**config.mk**
```make
export PLATFORM = sky130hd
export DESIGN_NAME = rom_loader_flat
export DESIGN_NICKNAME = d
export VERILOG_FILES = /design/src/rtl/rom_loader_if.sv /design/src/rtl/rom_loader.sv /design/src/flat_wrapper.sv
export SDC_FILE = /design/constraint.sdc
export NUM_CORES = 1
export LEC_CHECK = 0
export ABC_CLOCK_PERIOD_IN_PS = 2200
export CAP_MARGIN = 25
export CORE_AREA = 2 2 91 93
export CTS_BUF_LIST = sky130_fd_sc_hd__clkbuf_8
export CTS_CLUSTER_DIAMETER = 40
export CTS_CLUSTER_SIZE = 40
export DETAILED_ROUTE_END_ITERATION = 6
export DIE_AREA = 0 0 93 95
export PLACE_DENSITY = 0.67
export SETUP_SLACK_MARGIN = 0.2
export SLEW_MARGIN = 20
export SYNTH_ARGS = -nofsm -noshare
export SYNTH_HDL_FRONTEND = slang
export SYNTH_SLANG_ARGS = --single-unit
export TNS_END_PERCENT = 20
```
**constraint.sdc**
```tcl
create_clock -name clk -period 2.2 [get_ports clk]
set_input_delay 0.33 -clock clk [delete_from_list [all_inputs] [get_ports clk]]
set_output_delay 0.33 -clock clk [all_outputs]
set_load 0.005 [all_outputs]
```
**src/rtl/rom_loader_if.sv**
```systemverilog
// Byte-stream ingress and ROM write-port bundle for rom_loader.
// slave = the loader; master = the host link / ROM side that faces it.
interface rom_loader_if #(
  parameter int ADDR_W = 15
);
  logic [7:0]        in_data;
  logic              in_valid;
  logic              in_ready;
  logic              rom_we;
  logic [ADDR_W-1:0] rom_addr;
  logic [15:0]       rom_wdata;

  modport master (
    output in_data,
    output in_valid,
    input  in_ready,
    input  rom_we,
    input  rom_addr,
    input  rom_wdata
  );

  modport slave (
    input  in_data,
    input  in_valid,
    output in_ready,
    output rom_we,
    output rom_addr,
    output rom_wdata
  );
endinterface

```
**src/rtl/rom_loader.sv**
```systemverilog
// Loads a length-prefixed big-endian 16-bit word image into the instruction ROM and holds the CPU
// in reset until the image is complete. Define ROM_LOADER_CHECKSUM_EN to require a trailing checksum.
module rom_loader #(
  parameter int ADDR_W = 15
) (
  input  logic         clk,
  input  logic         reset,
  rom_loader_if.slave  bus,
  input  logic         reload,
  output logic         cpu_reset,
  output logic         loading,
  output logic         error,
  output logic         done
);

  typedef enum logic [2:0] {
    S_LEN_HI,
    S_LEN_LO,
    S_DATA_HI,
    S_DATA_LO,
`ifdef ROM_LOADER_CHECKSUM_EN
    S_CHK_HI,
    S_CHK_LO,
`endif
    S_RUN,
    S_ERR
  } state_t;

  // Where the stream goes once the last word (or an empty image) has been received.
`ifdef ROM_LOADER_CHECKSUM_EN
  localparam state_t END_STATE = S_CHK_HI;
`else
  localparam state_t END_STATE = S_RUN;
`endif

  // Largest legal word count is the full ROM depth; 17 bits so ADDR_W up to 16 fits.
  localparam logic [16:0] LEN_MAX = 17'(1) << ADDR_W;

  state_t            r_state;
  state_t            w_next;
  logic              w_in_ready;
  logic              w_accept;
  logic [15:0]       w_len;
  logic [7:0]        r_hi;
  logic [15:0]       r_count;
  logic [ADDR_W-1:0] r_addr;
  logic              r_we;
  logic [ADDR_W-1:0] r_rom_addr;
  logic [15:0]       r_rom_wdata;
  logic              r_done;
`ifdef ROM_LOADER_CHECKSUM_EN
  logic [15:0]       r_sum;
`endif

  assign w_len    = {r_hi, bus.in_data};
  assign w_accept = bus.in_valid && w_in_ready;

  // NOTE: every signal driven here gets a default first, so no path leaves it unassigned and no latch is inferred.
  always_comb begin
    w_next     = r_state;
    w_in_ready = 1'b0;
    case (r_state)
      S_LEN_HI: begin
        w_in_ready = 1'b1;
        if (bus.in_valid) w_next = S_LEN_LO;
      end
      S_LEN_LO: begin
        w_in_ready = 1'b1;
        if (bus.in_valid) begin
          if (w_len == 16'd0)                w_next = END_STATE;
          else if ({1'b0, w_len} > LEN_MAX)  w_next = S_ERR;
          else                               w_next = S_DATA_HI;
        end
      end
      S_DATA_HI: begin
        w_in_ready = 1'b1;
        if (bus.in_valid) w_next = S_DATA_LO;
      end
      S_DATA_LO: begin
        w_in_ready = 1'b1;
        if (bus.in_valid) w_next = (r_count == 16'd1) ? END_STATE : S_DATA_HI;
      end
`ifdef ROM_LOADER_CHECKSUM_EN
      S_CHK_HI: begin
        w_in_ready = 1'b1;
        if (bus.in_valid) w_next = S_CHK_LO;
      end
      S_CHK_LO: begin
        w_in_ready = 1'b1;
        if (bus.in_valid) w_next = (w_len == r_sum) ? S_RUN : S_ERR;
      end
`endif
      S_RUN, S_ERR: begin
        if (reload) w_next = S_LEN_HI;
      end
      default: w_next = S_LEN_HI;
    endcase
  end

  // NOTE: sequential state uses non-blocking assignments so every register samples pre-edge values.
  always_ff @(posedge clk) begin
    if (reset) begin
      r_state     <= S_LEN_HI;
      r_hi        <= '0;
      r_count     <= '0;
      r_addr      <= '0;
      r_we        <= 1'b0;
      r_rom_addr  <= '0;
      r_rom_wdata <= '0;
      r_done      <= 1'b0;
`ifdef ROM_LOADER_CHECKSUM_EN
      r_sum       <= '0;
`endif
    end else begin
      r_state <= w_next;
      r_we    <= 1'b0;
      r_done  <= (w_next == S_RUN) && (r_state != S_RUN);
      case (r_state)
        S_LEN_HI: begin
          if (w_accept) r_hi <= bus.in_data;
`ifdef ROM_LOADER_CHECKSUM_EN
          r_sum <= '0;
`endif
        end
        S_LEN_LO: begin
          if (w_accept) r_count <= w_len;
        end
        S_DATA_HI: begin
          if (w_accept) r_hi <= bus.in_data;
        end
        S_DATA_LO: begin
          if (w_accept) begin
            r_we        <= 1'b1;
            r_rom_addr  <= r_addr;
            r_rom_wdata <= w_len;
            r_addr      <= r_addr + ADDR_W'(1);
            r_count     <= r_count - 16'd1;
`ifdef ROM_LOADER_CHECKSUM_EN
            r_sum       <= r_sum + w_len;
`endif
          end
        end
`ifdef ROM_LOADER_CHECKSUM_EN
        S_CHK_HI: begin
          if (w_accept) r_hi <= bus.in_data;
        end
`endif
        S_RUN, S_ERR: begin
          if (reload) begin
            r_addr  <= '0;
            r_count <= '0;
          end
        end
        default: ;
      endcase
    end
  end

  assign bus.in_ready  = w_in_ready;
  assign bus.rom_we    = r_we;
  assign bus.rom_addr  = r_rom_addr;
  assign bus.rom_wdata = r_rom_wdata;
  assign cpu_reset     = (r_state != S_RUN);
  assign loading       = (r_state != S_RUN) && (r_state != S_ERR);
  assign error         = (r_state == S_ERR);
  assign done          = r_done;

endmodule

```
**src/flat_wrapper.sv**
```systemverilog
// flat-port wrapper written by rule: the top's interface ports become plain ports
module rom_loader_flat 
#(
  parameter int ADDR_W = 15
)
  (clk, reset, reload, cpu_reset, loading, error, done, bus_in_data, bus_in_valid, bus_in_ready, bus_rom_we, bus_rom_addr, bus_rom_wdata);
  rom_loader_if #(.ADDR_W(ADDR_W)) bus_i ();
  input  logic clk;
  input  logic reset;
  input  logic reload;
  output logic cpu_reset;
  output logic loading;
  output logic error;
  output logic done;
  input wire logic [$bits(bus_i.in_data)-1:0] bus_in_data;
  input wire logic [$bits(bus_i.in_valid)-1:0] bus_in_valid;
  output wire logic [$bits(bus_i.in_ready)-1:0] bus_in_ready;
  output wire logic [$bits(bus_i.rom_we)-1:0] bus_rom_we;
  output wire logic [$bits(bus_i.rom_addr)-1:0] bus_rom_addr;
  output wire logic [$bits(bus_i.rom_wdata)-1:0] bus_rom_wdata;
  assign bus_i.in_data = bus_in_data;
  assign bus_i.in_valid = bus_in_valid;
  assign bus_in_ready = bus_i.in_ready;
  assign bus_rom_we = bus_i.rom_we;
  assign bus_rom_addr = bus_i.rom_addr;
  assign bus_rom_wdata = bus_i.rom_wdata;
  rom_loader #(.ADDR_W(ADDR_W)) u_core (.clk(clk), .reset(reset), .bus(bus_i), .reload(reload), .cpu_reset(cpu_reset), .loading(loading), .error(error), .done(done));
endmodule
```
# Word level (Yosys, flattened, before mapping)
# Cells that the tools add are included.
# classes
addsub	2
mul	0
div_mod_pow	0
order_cmp	1
n_eq_ne	12
shift	0
muxes	18
bitwise_logic	1
reduce_logical	15
# ops
cell	count
$mux W16	3
$pmux W16 S3	1
$mux W15	2
$pmux W15 S2	1
$mux W3	8
$eq A16 B1 Y1 const B	1
$gt A16 B16 Y1 const B	1
$logic_not A16 Y1	1
$sub A16 B1 Y16 const B	1
$add A15 B1 Y15 const B	1
$pmux W3 S5	1
$eq A3 B3 Y1 const B	3
$eq A3 B2 Y1 const B	2
$ne A3 B3 Y1 const B	2
$reduce_or A2 Y1	3
$ne A2 B1 Y1 const B	2
$reduce_and A2 Y1	2
$reduce_and A4 Y1	1
$reduce_or A4 Y1	1
$eq A3 B1 Y1 const B	1
$logic_and A1 B1 Y1	3
$logic_not A3 Y1	1
$reduce_and A3 Y1	1
$reduce_bool A3 Y1	1
4 further kinds	5
# totals
regBits	75
latch_bits	0
mem_bits_rw	0
romBits	0
inputBits	12
output_inout_bits	37
wordCells	57
mem_count	0

# Logic depth before layout (Yosys ltp)
# depth
depth_word	7
ltp_mapped	7

# Worst setup path before layout
# No wires, ideal clock.
# synth_timing
kind	reg2reg
from	reg u_core.r_count[0]
to	reg u_core.r_count[12]
setup_ns	0.074
arrival_time_ns	1.650
t_required_ns	2.126
path_slack_ns	0.475
path_stages_with_launch	7
path_buffers	0
period_less_slack_ns	1.725
path_cell_list	dfxtp_1 -> inv_1 -> ha_1 -> nor3b_2 -> nand3_1 -> or4_1 -> a31oi_1
# synth_between
elab_chain_len	3
# synth_rtl
item	line	rtl
start, declared	rom_loader.sv:45	logic [15:0] r_count;
start signal, assigned	rom_loader.sv:126	if (w_accept) r_count <= w_len;
start signal, assigned	rom_loader.sv:137	r_count <= r_count - 16'd1;
$sub A16 B1 Y16	rom_loader.sv:137	
$mux W16	rom_loader.sv:132	if (w_accept) begin
$pmux W16 S3	rom_loader.sv:118	case (r_state)
# No other way between the ends. The select of a mux whose other input is x is not followed.
# A chain may end at the register's enable or synchronous reset.

# Worst setup path in the final report
# layout_timing
from	reg u_core.r_state[2]
to	out cpu_reset
# layout_between
elab_chain_len	1
# layout_rtl
item	line	rtl
start, declared	rom_loader.sv:39	state_t r_state;
start signal, assigned	rom_loader.sv:115	r_state <= w_next;
$ne A3 B3 Y1	rom_loader.sv:163	assign cpu_reset = (r_state != S_RUN);
end, declared	flat_wrapper.sv:11	output logic cpu_reset;
# No other way between the ends.

==> run_results.csv <==
group,metric,value,unit
worst_setup_path,cp_max_fo,12,
timing,rsz0062_at_grt,"yes",
cells_and_area,fin_nets,501,
worst_setup_path,slowest_delay,0.43,ns
timing,relSlewSlack,65.5,%
worst_setup_path,crit_required,1.87,ns
worst_setup_path,startpoint_type,"register",
cells_and_area,area_delta_synth_final,27.0,%
die,dieArea,8840,sq um
clocking,cts_setup_buffers,0,
route,vias,3269,
route,via_per_inst,5.49,
clocking,cts_tree,"built",
place,place.gp.congestion,0.863,
synth,ys_warn_count,0,
synth,synth_edf_count,0,
die,core,7930,sq um
worst_setup_path,critical-path-slowest-cell,"clkdlybuf4s50_1",
clocking,numCtsBuffers,9,
worst_setup_path,critPathMostFrequentCell,"inv_1",
route,first_pass_iters,4,
synth,synth_most_common_cell,"dfxtp_1",
worst_setup_path,crit_buf_inv,3,
die,die_width,93,um
cells_and_area,drive_gt1_share,11.0,%
pwr,power.leakage,0.00151,uW
cells_and_area,fin_cells,595,
timing,setup_slack,0.244,ns
run_status,status,"completed",
place,io_buffers,48,
synth,synth_top_flop_cell,"dfxtp_1",
clocking,clkTransAtPathRegs,0.08,ns
synth,syn-instance-count,426,
route,drt_wl_total,8.90,mm
synth,synth_area_per_cell,8.14,sq um
synth,synth_top_cells_by_count,"75 x dfxtp_1, 71 x nand2_1, 60 x a21oi_1",
synth,synth_area,3470,sq um
global_routing,grt_max_degree,51,
cells_and_area,fin_area,4400,sq um
synth,synth.top_cells.by_area,"dfxtp_1 43%, a21oi_1 8.7%, nand2_1 7.7%, nor2_1 3.7%, mux2i_1 3.5%",
synth,async_flop_share,0,%
global_routing,grt.total_usage,21.3,%
route,drc,0,
synth,synth_top_area_share,43.3,%
pwr,ir_drop,0.336,mV
timing,slew_violations,0,
timing,fin_crit_sh,88.9,%
synth,synthesis.nets,441,
timing,period_minus_slack,1.96,ns
place,hpwl,6.31,mm
synth,synth_seq_cells,75,
clocking,h-tree-depth,3,
die,initial_utilization,43.7,%
worst_setup_path,cp.arrival,1.63,ns
global_routing,grt_antenna_before_repair,0,
timing,final-setup-viol-count,0,
timing,finClkSkew,0.0109,ns
min_path,hold_path_class,"input port to register",
worst_setup_path,crit_type,"register to primary output",
place,dp_slack,-0.0295,ns
worst_setup_path,crit_path_cell_trace,"nor2b_4 > inv_1 > nor2_2 > inv_1 > clkdlybuf4s50_1",
place,place_inst,580,
synth,yosys.area.top_type,"dfxtp_1",
synth,synth_cell_types,47,
cells_and_area,n_antenna_cell,0,
clocking,clockRootBuffer,"clkbuf_8",
die,pin_count,49,
global_routing,grt_pass1_vias,3007,
timing,fmax,0.511,GHz
clocking,insertion_delay,0.35,ns
route,drt_iter0_drc,305,
global_routing,grt_first_pass_wirelength,15.1,mm
cells_and_area,fill_cells,776,
global_routing,grt_overflow,0,
clocking,ctsLongestPathBuffers,2,
die,row_count,33,
route,routedWlPerCell,15.0,um
die,die_y,95,um
worst_setup_path,path_delay_family,"buffers and inverters",
pwr,power_density,631,nW/um^2
job,maxCapViolCount,0,
timing,tightest_slew,0.515,ns
synth,ys_seq_area_share,43.3,%
route,ant_nets,0,
place,placed_area,4190,sq um
timing,hold_viol,0,
clocking,clkSinkCount,75,
worst_setup_path,cp-end-kind,"primary output",
==> what timing repair did <==
action,in CTS,in global routing
cloned,0,0
pin swaps,0,0
setup endpoints to repair,3,4
hold buffers,0,0
resized for setup,7,1
==> routing by layer <==
| layer | vias to the layer above | part of all wire (%) | global-route usage, % |
|---|---|---|---|
| met4 | 0 | 1.2 | 6.00 |
| met3 | 11 | 4.8 | 3.67 |
| met5 | - | 0 | 0 |
| met2 | 79 | 46 | 33.3 |
| li1 | 1636 | - | - |
| met1 | 1543 | 48 | 30.5 |
==> logic make-up (layout without fill, tap and decap cells) <==
logic type | after synthesis | after routing | synth area share (%)
DFF | 75 | 75 | 43.3
adders and majority gates | 3 | 3 | 1.08
xor gates and xnor gates | 5 | 5 | 1.26
buffers and inverters | 39 | 103 | 4.58
muxes | 12 | 12 | 3.47
and+or+nand+nor | 176 | 176 | 26.2
AOI/OAI and AO/OA | 116 | 116 | 20.1
==> sequential cells by signal, indices dropped and copies added (netlist names) <==
| signal | flops |
|---|---|
| u_core.r_hi | 8 |
| u_core.r_addr | 15 |
| u_core.done | 1 |
| u_core.bus.rom_we | 1 |
| u_core.bus.rom_addr | 15 |
| u_core.r_state | 3 |
| u_core.r_count | 16 |
| u_core.bus.rom_wdata | 16 |
==> placed cells by master (no fill, tap or decap), types with 6 or more instances in the layout <==
| cell type | Yosys | final |
|---|---|---|
| dfxtp_1 | 75 | 72 |
| nand2_1 | 71 | 71 |
| a21oi_1 | 60 | 60 |
| clkdlybuf4s50_1 | 0 | 47 |
| nor2_1 | 34 | 33 |
| buf_4 | 2 | 26 |
| o21ai_0 | 17 | 17 |
| nand3_1 | 14 | 14 |
| inv_1 | 12 | 12 |
| mux2i_1 | 12 | 12 |
| clkbuf_8 | 0 | 9 |
| nand4_1 | 8 | 8 |
| a31oi_1 | 8 | 8 |
| o31ai_1 | 7 | 7 |
| or4_1 | 6 | 6 |
==> worst paths after layout <==
check	startpoint	to	slack (ns)	cells after the start
max reg2reg	u_core.r_state[0]$_SDFF_PP0_	u_core.r_count[13]$_SDFFE_PP0P_	0.42	4
min reg2reg	u_core.bus.rom_addr[1]$_SDFFE_PP0P_	u_core.bus.rom_addr[1]$_SDFFE_PP0P_	0.45	2
max	u_core.r_state[2]$_SDFF_PP0_	cpu_reset	0.24	5
min	reset	u_core.bus.rom_addr[6]$_SDFFE_PP0P_	0.33	2
==> worst register-to-register path, delay by kind of cell, from the launching register on <==
family / cells / cell delay (ns)
DFF: 1 / 0.40
AOI/OAI and AO/OA: 1 / 0.36
and+or+nand+nor: 3 / 0.91
==> cell type report <==
type	count	area, sq um	area share, %
multi-input cells	312	1820	41.2
flip-flops and latches	75	1510	34.3
repair buffers	76	711	16.1
well taps	105	131	2.98
clock buffers	9	124	2.81
clock inverters	6	65.1	1.48
inverters	12	45.0	1.02
==> through the flow <==
stage | total power (uW) | util (%) | setup TNS, ns | hold slack [ns]
6_report | 2780 | 55.5 | 0 | 0.330
5_1_grt | 2890 | 55.5 | 0 | 0.327
4_1_cts | 2790 | 55.5 | 0 | 0.329
3_5_place_dp | 1770 | 52.9 | -0.0435 | 0.446
3_3_place_gp | 1760 | 52.9 | 0 | 0.441
2_1_floorplan | 1640 | - | 0 | 0.442
==> report_power, final <==
group,internal (uW),switching (uW)
clock network,519,519
logic,140,169
registers,1380,44.3
total,2040,732
Power figures use the tool's default switching activity.
